--- src/rtl/hasti_uart_fifo_pkg.sv ---
// Shared definitions for the HASTI UART: bus widths, register map, status/ctrl
// bit indices, FSM encoding and the byte-lane helper.
package hasti_uart_fifo_pkg;

    localparam int unsigned HASTI_ADDR_WIDTH  = 32;
    localparam int unsigned HASTI_BUS_WIDTH   = 32;
    localparam int unsigned HASTI_SIZE_WIDTH  = 3;
    localparam int unsigned HASTI_BURST_WIDTH = 3;
    localparam int unsigned HASTI_PROT_WIDTH  = 4;
    localparam int unsigned DIV_W             = 16;
    localparam int unsigned STATUS_W          = 7;

    localparam logic [1:0] REG_BAUD   = 2'd0;
    localparam logic [1:0] REG_STATUS = 2'd1;
    localparam logic [1:0] REG_DATA   = 2'd2;
    localparam logic [1:0] REG_CTRL   = 2'd3;

    localparam int unsigned ST_RXE    = 0;
    localparam int unsigned ST_TXF    = 1;
    localparam int unsigned ST_RXF    = 2;
    localparam int unsigned ST_TXIDLE = 3;
    localparam int unsigned ST_OVR    = 4;
    localparam int unsigned ST_FE     = 5;
    localparam int unsigned ST_PE     = 6;

    localparam int unsigned CT_RXIE = 0;
    localparam int unsigned CT_TXIE = 1;
    localparam int unsigned CT_PEN  = 2;
    localparam int unsigned CT_PODD = 3;

    typedef enum logic [2:0] {
        S_IDLE   = 3'd0,
        S_START  = 3'd1,
        S_DATA   = 3'd2,
        S_PARITY = 3'd3,
        S_STOP   = 3'd4
    } uart_state_e;

    // Registered address-phase request.
    typedef struct packed {
        logic [1:0] reg_sel;
        logic       rd;
        logic       wr;
        logic [3:0] lanes;
    } bus_req_t;

    function automatic logic [3:0] lane_mask(input logic [HASTI_SIZE_WIDTH-1:0] size,
                                             input logic [1:0] off);
        case (size)
            3'd0:    lane_mask = 4'b0001 << off;
            3'd1:    lane_mask = off[1] ? 4'b1100 : 4'b0011;
            default: lane_mask = 4'b1111;
        endcase
    endfunction

endpackage

--- src/rtl/uart_sync_fifo.sv ---
// Synchronous FIFO; pointers carry one extra wrap bit to tell full from empty.
module uart_sync_fifo #(
    parameter int unsigned WIDTH = 8,
    parameter int unsigned DEPTH = 16
) (
    input  logic             clk,
    input  logic             resetn,
    input  logic             push,
    input  logic [WIDTH-1:0] push_data,
    input  logic             pop,
    output logic [WIDTH-1:0] pop_data,
    output logic             full,
    output logic             empty
);
    localparam int unsigned AW = $clog2(DEPTH);

    logic [WIDTH-1:0] mem [DEPTH];
    logic [AW:0]      wr_ptr;
    logic [AW:0]      rd_ptr;
    logic             do_push;
    logic             do_pop;

    assign empty    = (wr_ptr == rd_ptr);
    assign full     = (wr_ptr[AW] != rd_ptr[AW]) && (wr_ptr[AW-1:0] == rd_ptr[AW-1:0]);
    assign do_pop   = pop & ~empty;
    // A pop frees a slot in the same cycle, so a full FIFO still accepts the push.
    assign do_push  = push & (~full | do_pop);
    assign pop_data = mem[rd_ptr[AW-1:0]];

    always_ff @(posedge clk) begin
        if (!resetn) begin
            wr_ptr <= '0;
            rd_ptr <= '0;
        end else begin
            if (do_push) wr_ptr <= wr_ptr + (AW+1)'(1);
            if (do_pop)  rd_ptr <= rd_ptr + (AW+1)'(1);
        end
    end

    always_ff @(posedge clk) begin
        if (do_push) mem[wr_ptr[AW-1:0]] <= push_data;
    end

endmodule

--- src/rtl/hasti_uart_fifo.sv ---
// HASTI slave UART with RX/TX FIFOs, 16x oversampling baud prescaler and level irq.
// Parity support is compiled in when UART_HASTI_PARITY_EN is defined.
module hasti_uart_fifo
    import hasti_uart_fifo_pkg::*;
#(
    parameter int unsigned       FIFO_DEPTH = 16,
    parameter logic [DIV_W-1:0]  RESET_DIV  = 16'd0
) (
    input  logic                         clk,
    input  logic                         resetn,
    input  logic [HASTI_ADDR_WIDTH-1:0]  addr,
    input  logic                         read,
    input  logic                         write,
    input  logic [HASTI_SIZE_WIDTH-1:0]  size,
    input  logic [HASTI_BURST_WIDTH-1:0] burst,
    input  logic                         mastlock,
    input  logic [HASTI_PROT_WIDTH-1:0]  prot,
    input  logic [HASTI_BUS_WIDTH-1:0]   wdata,
    output logic [HASTI_BUS_WIDTH-1:0]   rdata,
    output logic                         ready,
    output logic                         resp,
    output logic                         irq,
    input  logic                         RXD,
    output logic                         TXD
);
`ifdef UART_HASTI_PARITY_EN
    localparam bit PAR_EN = 1'b1;
`else
    localparam bit PAR_EN = 1'b0;
`endif

    bus_req_t          req_q;
    logic [DIV_W-1:0]  div_q, pre_cnt;
    logic              tick;
    logic              rxie, txie, pen_q, podd_q, par_on;
    logic              ovr, fe, pe, irq_nx;
    logic              wr_baud, wr_status, wr_ctrl, wr_data, rd_data;
    logic [STATUS_W-1:0] status;
    logic              tx_full, tx_empty, rx_full, rx_empty, rx_pop, txidle;
    logic [7:0]        tx_dout, rx_dout;
    logic              unused_bits;

    assign ready       = 1'b1;
    assign resp        = 1'b0;
    assign unused_bits = ^{burst, mastlock, prot, addr[HASTI_ADDR_WIDTH-1:4],
                           wdata[HASTI_BUS_WIDTH-1:16], req_q.lanes[3:2]};

    assign wr_baud   = req_q.wr & (req_q.reg_sel == REG_BAUD);
    assign wr_status = req_q.wr & (req_q.reg_sel == REG_STATUS) & req_q.lanes[0];
    assign wr_ctrl   = req_q.wr & (req_q.reg_sel == REG_CTRL)   & req_q.lanes[0];
    assign wr_data   = req_q.wr & (req_q.reg_sel == REG_DATA)   & req_q.lanes[0];
    assign rd_data   = req_q.rd & (req_q.reg_sel == REG_DATA);
    assign rx_pop    = rd_data & ~rx_empty;
    assign par_on    = PAR_EN & pen_q;
    assign tick      = (pre_cnt == div_q);

    // ---------------- TX / RX signals ----------------
    uart_state_e tx_state, tx_state_nx, rx_state, rx_state_nx;
    logic [7:0]  tx_shift, tx_shift_nx, rx_shift, rx_shift_nx;
    logic [3:0]  tx_tick_cnt, tx_tick_nx, rx_tick_cnt, rx_tick_nx;
    logic [2:0]  tx_bit_cnt, tx_bit_nx, rx_bit_cnt, rx_bit_nx;
    logic        tx_par, tx_par_nx, tx_pop, txd_nx, tx_bit_end;
    logic        rx_s1, rx_s2, rx_prev, rx_fall, rx_sample, rx_bit_end;
    logic        rx_done, rx_push_q, fe_set, pe_set;

    assign txidle = tx_empty & (tx_state == S_IDLE);
    assign status = {pe, fe, ovr, txidle, rx_full, tx_full, rx_empty};
    assign irq_nx = (rxie & ~rx_empty) | (txie & txidle);

    // Data-phase read mux driven from the registered address.
    always_comb begin
        rdata = '0;
        if (req_q.rd) begin
            case (req_q.reg_sel)
                REG_BAUD:   rdata = HASTI_BUS_WIDTH'(div_q);
                REG_STATUS: rdata = HASTI_BUS_WIDTH'(status);
                REG_DATA:   rdata = rx_empty ? '0 : HASTI_BUS_WIDTH'(rx_dout);
                default:    rdata = HASTI_BUS_WIDTH'({podd_q, pen_q, txie, rxie});
            endcase
        end
    end

    // Bus registers, prescaler, sticky flags, synchroniser and irq.
    always_ff @(posedge clk) begin
        if (!resetn) begin
            req_q     <= '0;
            div_q     <= RESET_DIV;
            pre_cnt   <= '0;
            rxie      <= 1'b0;
            txie      <= 1'b0;
            pen_q     <= 1'b0;
            podd_q    <= 1'b0;
            ovr       <= 1'b0;
            fe        <= 1'b0;
            pe        <= 1'b0;
            irq       <= 1'b0;
            rx_push_q <= 1'b0;
            rx_s1     <= 1'b1;
            rx_s2     <= 1'b1;
            rx_prev   <= 1'b1;
        end else begin
            req_q     <= '{reg_sel: addr[3:2], rd: read, wr: write,
                           lanes: lane_mask(size, addr[1:0])};
            rx_s1     <= RXD;
            rx_s2     <= rx_s1;
            rx_prev   <= rx_s2;
            rx_push_q <= rx_done;
            irq       <= irq_nx;
            if (wr_baud) begin
                if (req_q.lanes[0]) div_q[7:0]  <= wdata[7:0];
                if (req_q.lanes[1]) div_q[15:8] <= wdata[15:8];
                pre_cnt <= '0;
            end else begin
                pre_cnt <= tick ? '0 : pre_cnt + 16'd1;
            end
            if (wr_ctrl) begin
                rxie <= wdata[CT_RXIE];
                txie <= wdata[CT_TXIE];
                if (PAR_EN) begin
                    pen_q  <= wdata[CT_PEN];
                    podd_q <= wdata[CT_PODD];
                end
            end
            ovr <= (ovr & ~(wr_status & wdata[ST_OVR])) | (rx_push_q & rx_full & ~rx_pop);
            fe  <= (fe  & ~(wr_status & wdata[ST_FE]))  | fe_set;
            if (PAR_EN) pe <= (pe & ~(wr_status & wdata[ST_PE])) | pe_set;
        end
    end

    uart_sync_fifo #(.WIDTH(8), .DEPTH(FIFO_DEPTH)) u_tx_fifo (
        .clk(clk), .resetn(resetn),
        .push(wr_data & ~tx_full), .push_data(wdata[7:0]),
        .pop(tx_pop), .pop_data(tx_dout), .full(tx_full), .empty(tx_empty)
    );

    uart_sync_fifo #(.WIDTH(8), .DEPTH(FIFO_DEPTH)) u_rx_fifo (
        .clk(clk), .resetn(resetn),
        .push(rx_push_q), .push_data(rx_shift),
        .pop(rx_pop), .pop_data(rx_dout), .full(rx_full), .empty(rx_empty)
    );

    // ---------------- TX FSM ----------------
    assign tx_bit_end = tick & (tx_tick_cnt == 4'd15);

    always_ff @(posedge clk) begin
        if (!resetn) begin
            tx_state    <= S_IDLE;
            tx_shift    <= '0;
            tx_tick_cnt <= '0;
            tx_bit_cnt  <= '0;
            tx_par      <= 1'b0;
            TXD         <= 1'b1;
        end else begin
            tx_state    <= tx_state_nx;
            tx_shift    <= tx_shift_nx;
            tx_tick_cnt <= tx_tick_nx;
            tx_bit_cnt  <= tx_bit_nx;
            tx_par      <= tx_par_nx;
            TXD         <= txd_nx;
        end
    end

    always_comb begin
        tx_state_nx = tx_state;
        tx_pop      = 1'b0;
        case (tx_state)
            S_IDLE: if (!tx_empty) begin
                tx_state_nx = S_START;
                tx_pop      = 1'b1;
            end
            S_START:  if (tx_bit_end) tx_state_nx = S_DATA;
            S_DATA:   if (tx_bit_end && tx_bit_cnt == 3'd7)
                          tx_state_nx = par_on ? S_PARITY : S_STOP;
            S_PARITY: if (tx_bit_end) tx_state_nx = S_STOP;
            S_STOP: if (tx_bit_end) begin
                // Back-to-back frames: next START follows the stop bit directly.
                tx_state_nx = tx_empty ? S_IDLE : S_START;
                tx_pop      = ~tx_empty;
            end
            default: tx_state_nx = S_IDLE;
        endcase
    end

    always_comb begin
        tx_shift_nx = tx_shift;
        tx_tick_nx  = tx_tick_cnt;
        tx_bit_nx   = tx_bit_cnt;
        tx_par_nx   = tx_par;
        if (tx_pop) begin
            tx_shift_nx = tx_dout;
            tx_tick_nx  = '0;
            tx_bit_nx   = '0;
            tx_par_nx   = ^tx_dout ^ podd_q;
        end else if (tick) begin
            tx_tick_nx = tx_tick_cnt + 4'd1;
            if (tx_bit_end && tx_state == S_DATA) begin
                tx_shift_nx = tx_shift >> 1;
                tx_bit_nx   = tx_bit_cnt + 3'd1;
            end
        end
        case (tx_state_nx)
            S_START:  txd_nx = 1'b0;
            S_DATA:   txd_nx = tx_shift_nx[0];
            S_PARITY: txd_nx = tx_par_nx;
            default:  txd_nx = 1'b1;
        endcase
    end

    // ---------------- RX FSM ----------------
    assign rx_fall    = rx_prev & ~rx_s2;
    assign rx_sample  = tick & (rx_tick_cnt == 4'd7);
    assign rx_bit_end = tick & (rx_tick_cnt == 4'd15);

    always_ff @(posedge clk) begin
        if (!resetn) begin
            rx_state    <= S_IDLE;
            rx_shift    <= '0;
            rx_tick_cnt <= '0;
            rx_bit_cnt  <= '0;
        end else begin
            rx_state    <= rx_state_nx;
            rx_shift    <= rx_shift_nx;
            rx_tick_cnt <= rx_tick_nx;
            rx_bit_cnt  <= rx_bit_nx;
        end
    end

    always_comb begin
        rx_state_nx = rx_state;
        case (rx_state)
            S_IDLE:   if (rx_fall) rx_state_nx = S_START;
            S_START:  if (rx_sample && rx_s2) rx_state_nx = S_IDLE;
                      else if (rx_bit_end) rx_state_nx = S_DATA;
            S_DATA:   if (rx_bit_end && rx_bit_cnt == 3'd7)
                          rx_state_nx = par_on ? S_PARITY : S_STOP;
            S_PARITY: if (rx_bit_end) rx_state_nx = S_STOP;
            S_STOP:   if (rx_sample) rx_state_nx = S_IDLE;
            default:  rx_state_nx = S_IDLE;
        endcase
    end

    always_comb begin
        rx_shift_nx = rx_shift;
        rx_tick_nx  = rx_tick_cnt;
        rx_bit_nx   = rx_bit_cnt;
        rx_done     = 1'b0;
        fe_set      = 1'b0;
        pe_set      = 1'b0;
        if (rx_state == S_IDLE) begin
            rx_tick_nx = '0;
            rx_bit_nx  = '0;
        end else if (tick) begin
            rx_tick_nx = rx_tick_cnt + 4'd1;
        end
        if (rx_bit_end && rx_state == S_DATA) rx_bit_nx = rx_bit_cnt + 3'd1;
        if (rx_sample) begin
            case (rx_state)
                S_DATA:   rx_shift_nx = {rx_s2, rx_shift[7:1]};
                S_PARITY: pe_set      = rx_s2 != (^rx_shift ^ podd_q);
                S_STOP: begin
                    rx_done = rx_s2;
                    fe_set  = ~rx_s2;
                end
                default: ;
            endcase
        end
    end

endmodule

--- config.mk ---
export PLATFORM = sky130hd
export DESIGN_NAME = hasti_uart_fifo
export DESIGN_NICKNAME = d
export VERILOG_FILES = /design/src/rtl/hasti_uart_fifo_pkg.sv /design/src/rtl/uart_sync_fifo.sv /design/src/rtl/hasti_uart_fifo.sv
export SDC_FILE = /design/constraint.sdc
export NUM_CORES = 1
export LEC_CHECK = 0
export BUFFER_PORTS_ARGS = -buffer_cell sky130_fd_sc_hd__clkbuf_2
export CORE_ASPECT_RATIO = 0.7
export CORE_MARGIN = 2
export CORE_UTILIZATION = 40
export DETAILED_ROUTE_END_ITERATION = 16
export GPL_ROUTABILITY_DRIVEN = 0
export PLACE_DENSITY_LB_ADDON = 0.2
export SETUP_SLACK_MARGIN = 0.4
export SLEW_MARGIN = 20
export SYNTH_ARGS = -nofsm -noshare
export SYNTH_HDL_FRONTEND = slang
export SYNTH_SLANG_ARGS = --single-unit
--- constraint.sdc ---
create_clock -name clk -period 2.65 [get_ports clk]
set_clock_uncertainty 0.05 [all_clocks]
set_input_delay 0.53 -clock clk [delete_from_list [all_inputs] [get_ports clk]]
set_output_delay 0.53 -clock clk [all_outputs]
set_load 0.05 [all_outputs]
==> flow_metrics.py, run 1 <==
metrics = {
    "outcome": {
        "status": "finished with violations",
        "violations": "negative setup slack",
    },
    "detailed_routing": {
        "routed.top_layer": "met4",
        "wl_met2_um": 14800,
        "antenna_left": 0,
        "met1_length_um": 17600,
        "num_vias": 8960,
        "vias_per_cell": 5.16,
        "drc": 0,
        "finalWirelength_um": 34500,
        "wl_met3_um": 1590,
        "drtIter0Drc": 697,
        "first_pass_iters": 5,
        "wire_per_inst_um": 19.9,
    },
    "finish": {
        "area_growth_pct": 25.7,
        "multi_input_area_um2": 5430,
        "instances_no_fill": 1736,
        "antennaDiodeCount": 0,
        "nNetsFinal": 1316,
        "fillers": 3104,
        "regArea_um2": 9980,
        "drive_gt1_share_pct": 33.5,
    },
    "setup_path": {
        "r2r_slack_ps": 200,
        "critPathKind": "register to output pin",
        "crit_arrival_ps": 2620,
        "reg2regPathDepth": 9,
        "timing.rr.end": "tx_par",
        "worstPathCellList": "buf_12 > mux4_2 > nor2b_1 > a211oi_2 > a21oi_2 > a21oi_1 > o22ai_1 > and2_4 > buf_8",
        "worstSetupEndpointType": "output pin",
        "start_kind": "register",
        "required_ps": 2070,
        "cp_max_fo": 10,
        "slowest_stage": "mux4_2",
        "slowest_delay_ps": 490,
    },
    "clock_tree": {
        "hold_buffers": 0,
        "cts.clk_slew.worst_paths_ps": 60,
        "cts_root_buf": "clkbuf_16",
        "cts_made_buffers": 37,
        "clock_path_buffers": 3,
        "h-tree-depth": 2,
        "clkLatencyLatePin_ps": 540,
        "numClockSinks": 369,
        "cts_tree": "built",
    },
    "synth": {
        "netlist_area_um2": 15200,
        "synth_top_cell_area_share_pct": 50.6,
        "synth_cell_type_count": 58,
        "ys_ff_latch": 369,
        "synth_edf_count": 256,
        "yosys-top-cells-count": "edfxtp_1 (256), dfxtp_1 (113), nor2_1 (99)",
        "synth_area_leader_cell": "edfxtp_1",
        "syn_avg_cell_area_um2": 14.4,
        "syn_inst": 1055,
        "yosysMostFrequentCell": "edfxtp_1",
        "dominantRegCellSynth": "edfxtp_1",
        "synth_area_leaders": "edfxtp_1 (51%), dfxtp_1 (15%), mux4_2 (7.4%)",
        "yosys_warnings": 0,
        "async_flop_share_pct": 0,
        "ys_seq_area_share_pct": 65.5,
    },
    "sta": {
        "timing.final.ws_setup_ps": -553,
        "setup_viol": 8,
        "fmaxAchievable_mhz": 312,
        "hold_viol_final": 0,
        "slew_headroom_pct": 49.4,
        "period_share_pct": 121,
        "hold_ws_ps": 156,
        "grt_setup_unrepaired": "true",
        "slew_viol_final": 0,
        "post-route-min-period_ps": 3200,
        "tightestPinTransition_ps": 760,
    },
    "power_and_ir_drop": {
        "swShare_pct": 23.0,
        "leakagePower_uw": 0.00671,
        "power_density_nw_per_um2": 688,
        "ir_worst_vdd_v": 0.000555,
        "seqPwrFrac_pct": 47.9,
        "power_uw": 13100,
        "p_int_uw": 10100,
        "p_switching_uw": 3020,
        "power_frac_comb_pct": 11.1,
        "power_frac_clock_pct": 41.0,
    },
    "floorplan": {
        "row_count": 59,
        "die_w_um": 237,
        "dieArea_um2": 39600,
        "fp.dieH_um": 167,
        "ioPinCount": 116,
        "core-area_um2": 37300,
        "initial_utilization_pct": 40.8,
    },
    "grt": {
        "grt_pass1_vias": 8782,
        "grt_max_degree": 67,
        "grt_use_total_pct": 17.5,
        "grt_antenna_before_repair": 0,
        "grt_pass1_wl_um": 52800,
        "grt_overflow_total": 0,
    },
    "min_path": {
        "hp-start": "addr[2]",
        "hold_depth": 2,
        "hold_end": "req_q[6]",
        "hold_path_class": "primary input to register",
    },
    "placed_design": {
        "dp_hpwl_um": 22400,
        "dp.cells": 1637,
        "port_buffers": 45,
    },
    "flow_run": {
        "cap_violations": 0,
    },
}
[state kept, by name, summed over array words and instances, names as in the netlist, 3 cells and up, named ones only]
signal            count
u_rx_fifo.wr_ptr      5
tx_bit_cnt            3
rx_bit_cnt            3
tx_shift              8
tx_state              3
u_tx_fifo.wr_ptr      5
tx_tick_cnt           4
rx_shift              8
u_rx_fifo.rd_ptr      5
u_tx_fifo.mem       128
u_tx_fifo.rd_ptr      5
pre_cnt              16
rx_tick_cnt           4
div_q                16
req_q                 6
u_rx_fifo.mem       128
rx_state              3
[layout make-up]
type	count	share of cell area (%)
clock inverter	23	1.53
timing repair buffer	175	9.34
clock buffer	45	5.01
multi-input combinational	625	28.4
inverter	11	0.216
tap	488	3.20
sequential	369	52.3
[critical path: cells and delay by family, from the launching register on]
family / cells / cell delay, ps
mux: 1 / 490
flops: 1 / 390
compound gates: 4 / 580
buf+inv: 2 / 300
simple gates: 2 / 320
[how the worst max path moves through the flow]
stage | slack, ps | end | from | depth (start not counted)
after floorplan | 170 | rdata[2] | register | 9
after global placement | -180 | rdata[1] | register | 7
after detailed placement | -180 | rdata[1] | register | 7
after CTS | -580 | rdata[2] | register | 10
after global routing | -680 | rdata[4] | register | 9
final | -550 | rdata[3] | register | 9
[what timing repair did]
item,4_1_cts,5_1_grt
gates resized for setup,107,75
cloned,5,2
pin swaps,21,31
buffers inserted,15,9
endpoints found under the setup margin,48,96
[placed cells by master (no fill, tap or decap), drive strengths merged, types with 10 or more instances in the layout]
cell type  instances
inv               12
and3              17
a211oi            16
nand2             90
edfxtp           256
a22oi             20
xor2              46
xnor2             25
nor2             100
ha                17
nand2b            10
and2              13
nor3              12
a21oi             47
dfxtp            113
nand4             15
clkinv            14
nand3             25
mux4              64
nor2b             16
buf              133
clkbuf            86
conb              18
mux2i             21
[logic make-up after synthesis]
| logic type | share of synthesized area (%) |
|---|---|
| adders and majority gates | 1.40 |
| and+or+nand+nor | 10.0 |
| other | 0.0494 |
| DFF | 65.5 |
| buffers and inverters | 2.75 |
| xor gates and xnor gates | 4.14 |
| muxes | 11.4 |
| AOI/OAI and AO/OA | 4.83 |
[layer usage]
layer / track usage (%) / vias to the layer above
met5: 0 / -
met4: 3.74 / 0
met3: 3.03 / 32
met2: 25.5 / 182
met1: 27.2 / 4503
li1: - / 4243
[power groups by stage]
stage | combinational [uW] | clock, uW | sequential [uW]
finish | 1460 | 5390 | 6290
global route | 1560 | 5760 | 6300
CTS | 1330 | 5510 | 6290
detailed placement | 1130 | 0 | 6400
global placement | 1120 | 0 | 6400
floorplan | 787 | 0 | 6390
[stage by stage]
step                      worst slack, ps  area [um^2]  setup TNS [ps]  util [%]
after global routing                 -685        19100           -5050      51.2
after global placement               -183        16700            -627      44.8
final                                -553        19100           -4230      51.2
after detailed placement             -182        16700            -656      44.8
after CTS                            -585        18700           -4560      50.2
after floorplan                       172        15400               0         -
No activity file was read; power rests on OpenSTA's default activity.
==> run 2: changes to the inputs <==
- SYNTH_HIERARCHICAL: unset -> 1
==> flow_metrics.py, run 2 <==
metrics = {
    "finish": {
        "fillers": 3256,
        "layout_commonest_cell": "edfxtp_1",
        "antennaDiodeCount": 0,
        "area_growth_pct": 22.0,
        "instances_no_fill": 1703,
        "nNetsFinal": 1245,
        "mostFrequentLayoutCells": "edfxtp_1 (256), dfxtp_1 (84), nand2_1 (76), mux4_2 (72), buf_4 (68)",
        "drive_gt1_share_pct": 34.6,
        "regArea_um2": 10000,
        "final_area_um2": 19000,
        "multi_input_area_um2": 5680,
    },
    "sta": {
        "post-route-min-period_ps": 3370,
        "setup_viol": 10,
        "timing.final.ws_setup_ps": -720,
        "grt_setup_unrepaired": "true",
        "slew_viol_final": 0,
        "slew_headroom_pct": 45.4,
        "tightestPinTransition_ps": 818,
        "hold_viol_final": 0,
        "tns_ps": -5650,
        "period_share_pct": 127,
        "fmaxAchievable_mhz": 297,
    },
    "synth": {
        "syn_inst": 1010,
        "synth_compound_area_share_pct": 3.85,
        "yosysMostFrequentCell": "edfxtp_1",
        "synthAdderAreaFrac_pct": 1.36,
        "synth-xor-area-share_pct": 3.76,
        "yosys-top-cells-count": "edfxtp_1 (256), dfxtp_1 (113), nand2_1 (76)",
        "netlist_area_um2": 15600,
        "synth-simple-area-share_pct": 10.0,
        "synth_mux_area_share_pct": 14.3,
        "async_flop_share_pct": 0,
        "synth_area_leaders": "edfxtp_1 (49%), dfxtp_1 (14%), mux4_1 (8.1%)",
        "synth_edf_count": 256,
        "dominantRegCellSynth": "edfxtp_1",
        "synth_cell_type_count": 58,
        "ys_seq_area_share_pct": 63.7,
        "synth_top_cell_area_share_pct": 49.2,
        "yosys_warnings": 6,
        "synth_area_leader_cell": "edfxtp_1",
        "synth_top_family_by_area": "multiplexers",
        "syn_avg_cell_area_um2": 15.5,
        "ys_ff_latch": 369,
    },
    "grt": {
        "grt_max_degree": 34,
        "grt_pass1_wl_um": 53000,
        "grt_pass1_vias": 8442,
        "grt_use_total_pct": 17.6,
        "grt_antenna_before_repair": 0,
        "grt_overflow_total": 0,
    },
    "clock_tree": {
        "hold_buffers": 0,
        "h-tree-depth": 2,
        "cts_made_buffers": 37,
        "clock_path_buffers": 3,
        "numClockSinks": 369,
        "cts_tree": "built",
        "cts.clk_slew.worst_paths_ps": 60,
        "clkLatencyLatePin_ps": 550,
        "cts_root_buf": "clkbuf_16",
    },
    "outcome": {
        "status": "finished with violations",
        "violations": "negative setup slack",
    },
    "detailed_routing": {
        "num_vias": 8798,
        "met1_length_um": 18400,
        "routed.top_layer": "met4",
        "finalWirelength_um": 35800,
        "wl_met3_um": 1820,
        "drc": 0,
        "antenna_left": 0,
        "wire_per_inst_um": 21.0,
        "drtIter0Drc": 744,
        "wl_met2_um": 15100,
        "vias_per_cell": 5.17,
        "first_pass_iters": 5,
    },
    "placed_design": {
        "dp.cells": 1606,
        "port_buffers": 45,
        "dp_hpwl_um": 23600,
        "placed_area_um2": 17100,
    },
    "setup_path": {
        "timing.rr.end": "TXD",
        "reg2regPathDepth": 9,
        "start_kind": "register",
        "cp_max_fo": 13,
        "required_ps": 2070,
        "worstSetupEndpointType": "output pin",
        "crit_arrival_ps": 2790,
        "slowest_delay_ps": 590,
        "slowest_stage": "mux4_1",
        "r2r_slack_ps": -120,
        "critPathCapture": "rdata[2]",
        "critPathKind": "register to output pin",
        "worstPathCellList": "buf_12 > mux4_1 > mux4_2 > a22oi_1 > o21ai_0 > and2_4 > clkbuf_8",
    },
    "power_and_ir_drop": {
        "leakagePower_uw": 0.00654,
        "power_density_nw_per_um2": 621,
        "ir_worst_vdd_v": 0.000363,
    },
    "flow_run": {
        "cap_violations": 0,
    },
    "floorplan": {
        "row_count": 60,
        "initial_utilization_pct": 40.6,
        "ioPinCount": 116,
        "die_w_um": 240,
        "fp.dieH_um": 169,
        "dieArea_um2": 40700,
        "core-area_um2": 38400,
    },
    "min_path": {
        "hold_path_class": "primary input to register",
    },
}
==> run 2: cell types whose count changed in the layout (fill, tap and decap cells not counted), sizes merged, moves of 18 or more <==
cell	before	now
nor2	100	46
a21oi	47	17
a21boi	2	26
and3	17	39
and2	13	31
buf	133	115
==> run 2: repair_timing <==
item / 4_1_cts / 5_1_grt
buffers inserted: 6 / 21
gates cloned: 2 / 1
setup endpoints to repair: 308 / 309
resized for setup: 85 / 70
pin swaps: 18 / 23
==> run 2: per-stage QoR <==
stage          total power, uW  hold slack, ps  utilization, %  worst slack (ps)
3_5_place_dp              6740             355            44.5              -257
4_1_cts                  11900             132            48.5              -808
6_report                 11800             158            49.6              -720
5_1_grt                  12300             145            49.6              -790
3_3_place_gp              6730             352            44.5              -268
2_1_floorplan             6600             336               -              53.7
==> run 2: layout make-up <==
type | instances | area share, %
Multi-Input combinational cell | 581 | 29.8
Sequential cell | 369 | 52.5
Tap cell | 527 | 3.46
Clock buffer | 55 | 5.49
Clock inverter | 12 | 0.710
Inverter | 9 | 0.223
Timing Repair Buffer | 150 | 7.75
==> run 2: how the worst min path moves through the flow <==
stage          startpoint    end  depth (start not counted)  slack [ps]
2_1_floorplan       rx_s1  rx_s2                          1         340
3_3_place_gp        rx_s1  rx_s2                          1         350
3_5_place_dp        rx_s1  rx_s2                          1         350
4_1_cts               RXD  rx_s1                          2         130
5_1_grt               RXD  rx_s1                          2         150
6_report              RXD  rx_s1                          2         160
==> run 2: kinds of logic (layout without fill, tap and decap cells) <==
| family | after synthesis | count (layout) |
|---|---|---|
| xor gates and xnor gates | 67 | 67 |
| adders and majority gates | 17 | 17 |
| buffers and inverters | 76 | 226 |
| and+or+nand+nor | 290 | 290 |
| muxes | 105 | 105 |
| DFF | 369 | 369 |
| AOI/OAI and AO/OA | 84 | 84 |
| other | 2 | 18 |
==> run 2: where the power goes <==
group	switching [uW]	internal (uW)	leakage [uW]
registers	39.2	6150	0.00327
clock network	2180	2940	0.000582
logic	305	212	0.00269
total	2520	9310	0.00654
==> run 2: per-layer routing <==
layer,up-vias,GRT usage [%]
li1,4069,-
met1,4511,28.2
met2,182,24.7
met3,36,3.06
met4,0,3.83
met5,-,0
==> run 2: worst max-delay path, delay by kind of cell (launching register included) <==
family                 cells  cell delay (ps)
and+or+nand+nor            1              170
buffers and inverters      2              350
DFF                        1              420
AOI/OAI and AO/OA          2              250
muxes                      2             1060
